<file path="src/rtl/fbarb_pkg.sv">
// Shared definitions for the frame buffer arbiter: owner encoding and default
// sizing constants.
package fbarb_pkg;

  // Port owner as held in the arbiter's owner register.
  typedef enum logic [1:0] {
    OWN_IDLE = 2'd0,
    OWN_DISP = 2'd1,
    OWN_CAP  = 2'd2
  } owner_e;

  localparam int FB_ADDR_W    = 10;
  localparam int FB_DATA_W    = 8;
  localparam int FB_BURST_LEN = 8;
  localparam int FB_MAX_WAIT  = 32;
  localparam int FB_RD_LAT    = 1;

endpackage

</file>
<file path="src/rtl/rd_valid_pipe.sv">
// Read-valid delay line: shifts the display grant through DEPTH stages so the
// valid flag lines up with data returned by the RAM. Sync clear flushes it.
module rd_valid_pipe #(
  parameter int DEPTH = 1
) (
  input  logic clk,
  input  logic clr_i,
  input  logic vld_i,
  output logic vld_o
);

  logic [DEPTH-1:0] pipe_q;
  logic [DEPTH-1:0] pipe_d;

  // Next contents: new grant enters stage 0, older entries move one stage on.
  always_comb begin
    pipe_d    = pipe_q;
    pipe_d[0] = vld_i;
    for (int i = 1; i < DEPTH; i++) begin
      pipe_d[i] = pipe_q[i-1];
    end
  end

  // Stage registers; a clear drops every in-flight valid.
  always_ff @(posedge clk) begin
    if (clr_i) begin
      pipe_q <= '0;
    end else begin
      pipe_q <= pipe_d;
    end
  end

  assign vld_o = pipe_q[DEPTH-1];

endmodule

</file>
<file path="src/rtl/frame_buf_arbiter.sv">
// Single-port frame buffer arbiter. Display reads have priority; capture
// writes are served in bursts and can force their way in after a bounded wait.
//
//  state | meaning
//  IDLE  | nobody owns the port, no grant this cycle
//  DISP  | display reader owns the port
//  CAP   | capture writer owns the port (burst in progress)
module frame_buf_arbiter
  import fbarb_pkg::*;
#(
  parameter int ADDR_W    = FB_ADDR_W,
  parameter int DATA_W    = FB_DATA_W,
  parameter int BURST_LEN = FB_BURST_LEN,
  parameter int MAX_WAIT  = FB_MAX_WAIT,
  parameter int RD_LAT    = FB_RD_LAT
) (
  input  logic              clk,
  input  logic              rst_n,
  input  logic              disp_req,
  input  logic [ADDR_W-1:0] disp_addr,
  output logic              disp_gnt,
  output logic [DATA_W-1:0] disp_rdata,
  output logic              disp_rvalid,
  input  logic              cap_req,
  input  logic [ADDR_W-1:0] cap_addr,
  input  logic [DATA_W-1:0] cap_wdata,
  output logic              cap_gnt,
  output logic              ram_en,
  output logic              ram_we,
  output logic [ADDR_W-1:0] ram_addr,
  output logic [DATA_W-1:0] ram_wdata,
  input  logic [DATA_W-1:0] ram_rdata,
  output logic [15:0]       preempt_cnt,
  output logic              cap_starved,
  input  logic              stat_clr
);

  localparam int BURST_W = $clog2(BURST_LEN) + 1;
  localparam int WAIT_W  = $clog2(MAX_WAIT + 1);
  localparam logic [BURST_W-1:0] BURST_LAST = BURST_W'(BURST_LEN - 1);
  localparam logic [WAIT_W-1:0]  WAIT_MAX   = WAIT_W'(MAX_WAIT);

  owner_e              owner_q, owner_d;
  logic [BURST_W-1:0]  burst_cnt_q, burst_cnt_d;
  logic [WAIT_W-1:0]   cap_wait_q, cap_wait_d;
  logic [15:0]         preempt_q, preempt_d;
  logic                starved_q, starved_d;
  logic                preempt_evt;
  logic                cap_reenter;
  logic                own_disp;
  logic                own_cap;
  logic                rvalid_raw;

  assign own_disp = (owner_q == OWN_DISP);
  assign own_cap  = (owner_q == OWN_CAP);

  // Grants come straight from the registered owner; reset forces them low
  // immediately so an in-flight access is dropped in the reset cycle.
  assign disp_gnt = rst_n & disp_req & own_disp;
  assign cap_gnt  = rst_n & cap_req & own_cap;
  assign ram_en   = disp_gnt | cap_gnt;
  assign ram_we   = cap_gnt;

  // Next-owner selection: display priority, wait-bounded preemption, burst cap.
  always_comb begin
    owner_d     = owner_q;
    preempt_evt = 1'b0;
    cap_reenter = 1'b0;
    case (owner_q)
      OWN_IDLE: begin
        if (disp_req) begin
          owner_d = OWN_DISP;
        end else if (cap_req) begin
          owner_d = OWN_CAP;
        end
      end
      OWN_DISP: begin
        if (cap_req && (cap_wait_q >= WAIT_MAX)) begin
          owner_d     = OWN_CAP;
          preempt_evt = 1'b1;
        end else if (disp_req) begin
          owner_d = OWN_DISP;
        end else if (cap_req) begin
          owner_d = OWN_CAP;
        end else begin
          owner_d = OWN_IDLE;
        end
      end
      OWN_CAP: begin
        if (cap_req && (burst_cnt_q < BURST_LAST)) begin
          owner_d = OWN_CAP;
        end else if (disp_req) begin
          owner_d = OWN_DISP;
        end else if (cap_req) begin
          owner_d     = OWN_CAP;
          cap_reenter = 1'b1;
        end else begin
          owner_d = OWN_IDLE;
        end
      end
      default: begin
        owner_d = OWN_IDLE;
      end
    endcase
  end

  // Burst length, capture wait and statistics next-state values.
  always_comb begin
    burst_cnt_d = burst_cnt_q;
    cap_wait_d  = cap_wait_q;
    preempt_d   = preempt_q;
    starved_d   = starved_q;

    // A fresh burst starts whenever the writer is (re)admitted.
    if ((owner_d != OWN_CAP) || cap_reenter) begin
      burst_cnt_d = '0;
    end else if (cap_gnt) begin
      burst_cnt_d = burst_cnt_q + BURST_W'(1);
    end

    if (cap_gnt) begin
      cap_wait_d = '0;
    end else if (cap_req && (cap_wait_q < WAIT_MAX)) begin
      cap_wait_d = cap_wait_q + WAIT_W'(1);
    end

    // Clear takes precedence over a same-cycle increment or set.
    if (stat_clr) begin
      preempt_d = '0;
      starved_d = 1'b0;
    end else begin
      if (preempt_evt && (preempt_q != 16'hFFFF)) begin
        preempt_d = preempt_q + 16'd1;
      end
      if (cap_wait_d == WAIT_MAX) begin
        starved_d = 1'b1;
      end
    end
  end

  // Owner, counters and statistics registers with synchronous reset.
  always_ff @(posedge clk) begin
    if (!rst_n) begin
      owner_q     <= OWN_IDLE;
      burst_cnt_q <= '0;
      cap_wait_q  <= '0;
      preempt_q   <= '0;
      starved_q   <= 1'b0;
    end else begin
      owner_q     <= owner_d;
      burst_cnt_q <= burst_cnt_d;
      cap_wait_q  <= cap_wait_d;
      preempt_q   <= preempt_d;
      starved_q   <= starved_d;
    end
  end

  // RAM address/data mux follows the owner; parked at zero when idle or in reset.
  always_comb begin
    ram_addr  = '0;
    ram_wdata = '0;
    if (rst_n) begin
      case (owner_q)
        OWN_DISP: ram_addr = disp_addr;
        OWN_CAP: begin
          ram_addr  = cap_addr;
          ram_wdata = cap_wdata;
        end
        default: begin
          ram_addr  = '0;
          ram_wdata = '0;
        end
      endcase
    end
  end

  rd_valid_pipe #(
    .DEPTH(RD_LAT)
  ) u_rd_valid_pipe (
    .clk   (clk),
    .clr_i (~rst_n),
    .vld_i (disp_gnt),
    .vld_o (rvalid_raw)
  );

  assign disp_rvalid = rst_n & rvalid_raw;
  assign disp_rdata  = ram_rdata;
  assign preempt_cnt = rst_n ? preempt_q : 16'd0;
  assign cap_starved = rst_n & starved_q;

endmodule

</file>
<file path="config.mk">
export PLATFORM = sky130hd
export DESIGN_NAME = frame_buf_arbiter
export DESIGN_NICKNAME = d
export VERILOG_FILES = /design/src/rtl/fbarb_pkg.sv /design/src/rtl/rd_valid_pipe.sv /design/src/rtl/frame_buf_arbiter.sv
export SDC_FILE = /design/constraint.sdc
export NUM_CORES = 1
export LEC_CHECK = 0
export BUFFER_PORTS_ARGS = -buffer_cell sky130_fd_sc_hd__buf_2
export CORE_MARGIN = 10
export CORE_UTILIZATION = 25
export CTS_CLUSTER_DIAMETER = 120
export DETAILED_ROUTE_END_ITERATION = 10
export HOLD_SLACK_MARGIN = 0.05
export PLACE_DENSITY = 0.57
export SYNTH_ARGS = -nofsm -noshare
export SYNTH_HDL_FRONTEND = slang
export SYNTH_SLANG_ARGS = --single-unit
</file>
<file path="constraint.sdc">
create_clock -name clk -period 1.72 [get_ports clk]
set_clock_uncertainty 0.15 [all_clocks]
set_input_delay 0.086 -clock clk [delete_from_list [all_inputs] [get_ports clk]]
set_output_delay 0.086 -clock clk [all_outputs]
set_load 0.01 [all_outputs]
</file>
==> impl_results.md <==
* Post-synth top flop: dfxtp_1
* Aggregate global-route resource usage at 0.1023
* Max frequency at 0.5901 GHz
* YS warnings at 0
* Final Hold Fails at 0
* Setup CP Type: register to primary output
* FP Rows at 32
* Vias in the first global route at 2,004
* Critical Path RT at 1480 ps
* Top cells by area, synth: dfxtp_1 31%, xor2_1 7.7%, and2_1 7.4%
* Ys async rst share at 0
* Outcome: complete, no violations
* Gr ovfl total at 0
* Avg Synthesized Cell Area at ~8 sq um
* Dpl cells at around 420
* Via/cell ratio at about 4.6
* Share of the synthesized area in the top cell type at 0.3091
* Final period util at 0.9853
* Largest net degree at the start of global routing at 25
* Die area at 11,700 sq um
* Root buffer cell: clkbuf_8
* CTS sink cnt at 30
* #FFs+latches synth at 30
* Total wire length at 6.136 mm
* Clock latency on the worst-skew pair at 280 ps
* Nets at around 380
* Max clock buf depth at 2
* Most frequent cells in the layout: 70 x buf_2, 26 x dfxtp_1, 23 x nor2_1
* Reg2reg path depth at 8
* Non-filler cells, final at between 400 and 500
* Chip width at 108.2 um
* Clock transition at path regs at 70 ps
* Startpoint Class: register
* H-tree depth at 2
* Worst Hold End: cap_wait_q[5]
* Slew @ Worst Pin at 494.5 ps
* # setup viols final at 0
* Max-Cap Viols at 0
* CP arrival at between 1000 and 1500 ps
* Syn nets at 291
* CTS Buf Count at 5
* Register area share after synthesis at 0.3091
* IO Pins at between 80 and 90
* Post-synth EDFFs at 0
* Pwr Density at slightly below 600 nW/um^2
* Drt drc at 0
* Yosys cell types at 39
* HP Class: input pin to register
* Critical Path Fanout Max at 12
* Clock period minus worst slack at ~1700 ps
* DPL Wire Length at 4.515 mm
* Cell taking the most area after synthesis: dfxtp_1
* Commonest non-fill, non-tap cell in the layout: buf_2
* Drt initial violations at 97
* Antenna Diode Count at 0
* Port bufs at 72
* Worst hold start: cap_req
* Core Area at between 7000 and 8000 sq um
* Worst Setup End Kind: primary output
* Max VDD drop at 233.8 uV
* Cells after synthesis at 242
* DR pass1 iterations at 4
* Final Max Slew Viols at 0
* RePlAce Congestion at just under 0.8
* Power Total at 1.687 mW
* Reg2reg end: burst_cnt_q[3]
* First-pass GRT wire length at about 10 mm
* Layout cells sized above 1 at 0.4311
* Post-route ant nets at 0
* Die Span Y at ~110 um
* Leakage at 1.310 nW
* Syn-to-layout area delta at 50.03%
* RSZ-0062 raised after global routing: yes
* Via count at 2,001
* Crit Reg-Reg Startpoint: owner_q[1]
* Relative slew slack at 0.6703
* Initial antenna violation count at 0
* R2r setup slk at ~60 ps
* Synthesized area at just under 2000 sq um
* CTS tree: yes
* Drt wl/cell at 14.07 um
* Hold path cells at 4
* Starting Density at 0.2541
## per-layer routing
metal / vias up / share of wire / global-route usage
li1: 1021 / - / -
met1: 937 / 0.41 / 0.1149
met2: 34 / 0.54 / 0.1841
met3: 9 / 0.030 / 0.02261
met4: 0 / 0.021 / 0.03817
met5: - / 0 / 0
## flip-flops by register name (all words and copies together) (netlist names)
| signal | count |
|---|---|
| burst_cnt_q | 4 |
| cap_wait_q | 6 |
| owner_q | 2 |
| preempt_q | 16 |
| starved_q | 1 |
| u_rd_valid_pipe.vld_o | 1 |
## report_power, final
part	internal [mW]	leakage [nW]	total [mW]	switching, mW
Sequential	0.707	0.244	0.720	0.0130
Combinational	0.183	1.02	0.381	0.199
Clock	0.322	0.0482	0.586	0.264
Total	1.21	1.31	1.69	0.476
## synth_stat cells (5+ instances only)
library cell,count
xor2_1,17
nand2_1,11
o2111ai_1,5
inv_1,6
ha_1,8
nor2_1,27
dfxtp_1,30
nand3_1,6
nand4_1,8
and2_1,23
clkbuf_1,10
and3_1,16
nor3_1,5
a22oi_1,12
a21oi_1,5
buf_4,11
## layout make-up
type,count,area [sq um]
multi-input cells,183,1363
well taps,102,127.6
clock buffers,7,86.33
inverters,7,31.28
flip-flops and latches,30,608.1
fillers,773,4732
clock inverters,1,5.005
repair buffers,106,694.4
## worst max-delay path by stage
stage / start / end / cells past startpoint
finish: owner_q[1] / ram_addr[1] / 6
global route: owner_q[1] / owner_q[1] / 8
CTS: owner_q[1] / ram_addr[1] / 6
detailed placement: owner_q[1] / preempt_q[6] / 7
global placement: owner_q[1] / preempt_q[6] / 7
floorplan: owner_q[1] / preempt_q[6] / 9
## timing repair
item,CTS,global route
setup endpoints to repair,20,28
endpoints found under the hold margin,12,0
cloned,0,2
pin swaps,0,6
resized for setup,16,35
setup buffers,0,1
hold buffers,10,0
## worst max-delay path, stage by stage (launching register included)
cell and delay, ps:
dfxtp_2 320, buf_4 150, ha_4 190, buf_12 160
a22oi_2 200, nor2_4 50, buf_6 120
## logic make-up (layout without fill, tap and decap cells)
family / Yosys count / in the layout / synth area share
XOR/XNOR: 18 / 18 / 0.08113
buffers and inverters: 30 / 121 / 0.08049
flip-flops: 30 / 30 / 0.3091
AND/OR/NAND/NOR: 113 / 114 / 0.3162
AO/OA/AOI/OAI: 39 / 39 / 0.1404
multiplexers: 4 / 4 / 0.02125
adder cells (fa/ha/maj): 8 / 8 / 0.05152
## metrics by stage
stage	hold slack (ps)	setup WS (ps)	TNS (ps)	instance area, sq um	util
after floorplan	81.92	-2.470	-2.470	1958	-
after global placement	22.07	38.84	0	2481	0.3244
after detailed placement	22.07	-14.28	-14.28	2481	0.3244
after CTS	70.40	-13.05	-17.73	2738	0.3580
after global routing	109.4	-57.73	-413.3	2915	0.3812
final	67.56	25.27	0	2915	0.3812
No activity file was read; power rests on OpenSTA's default activity.
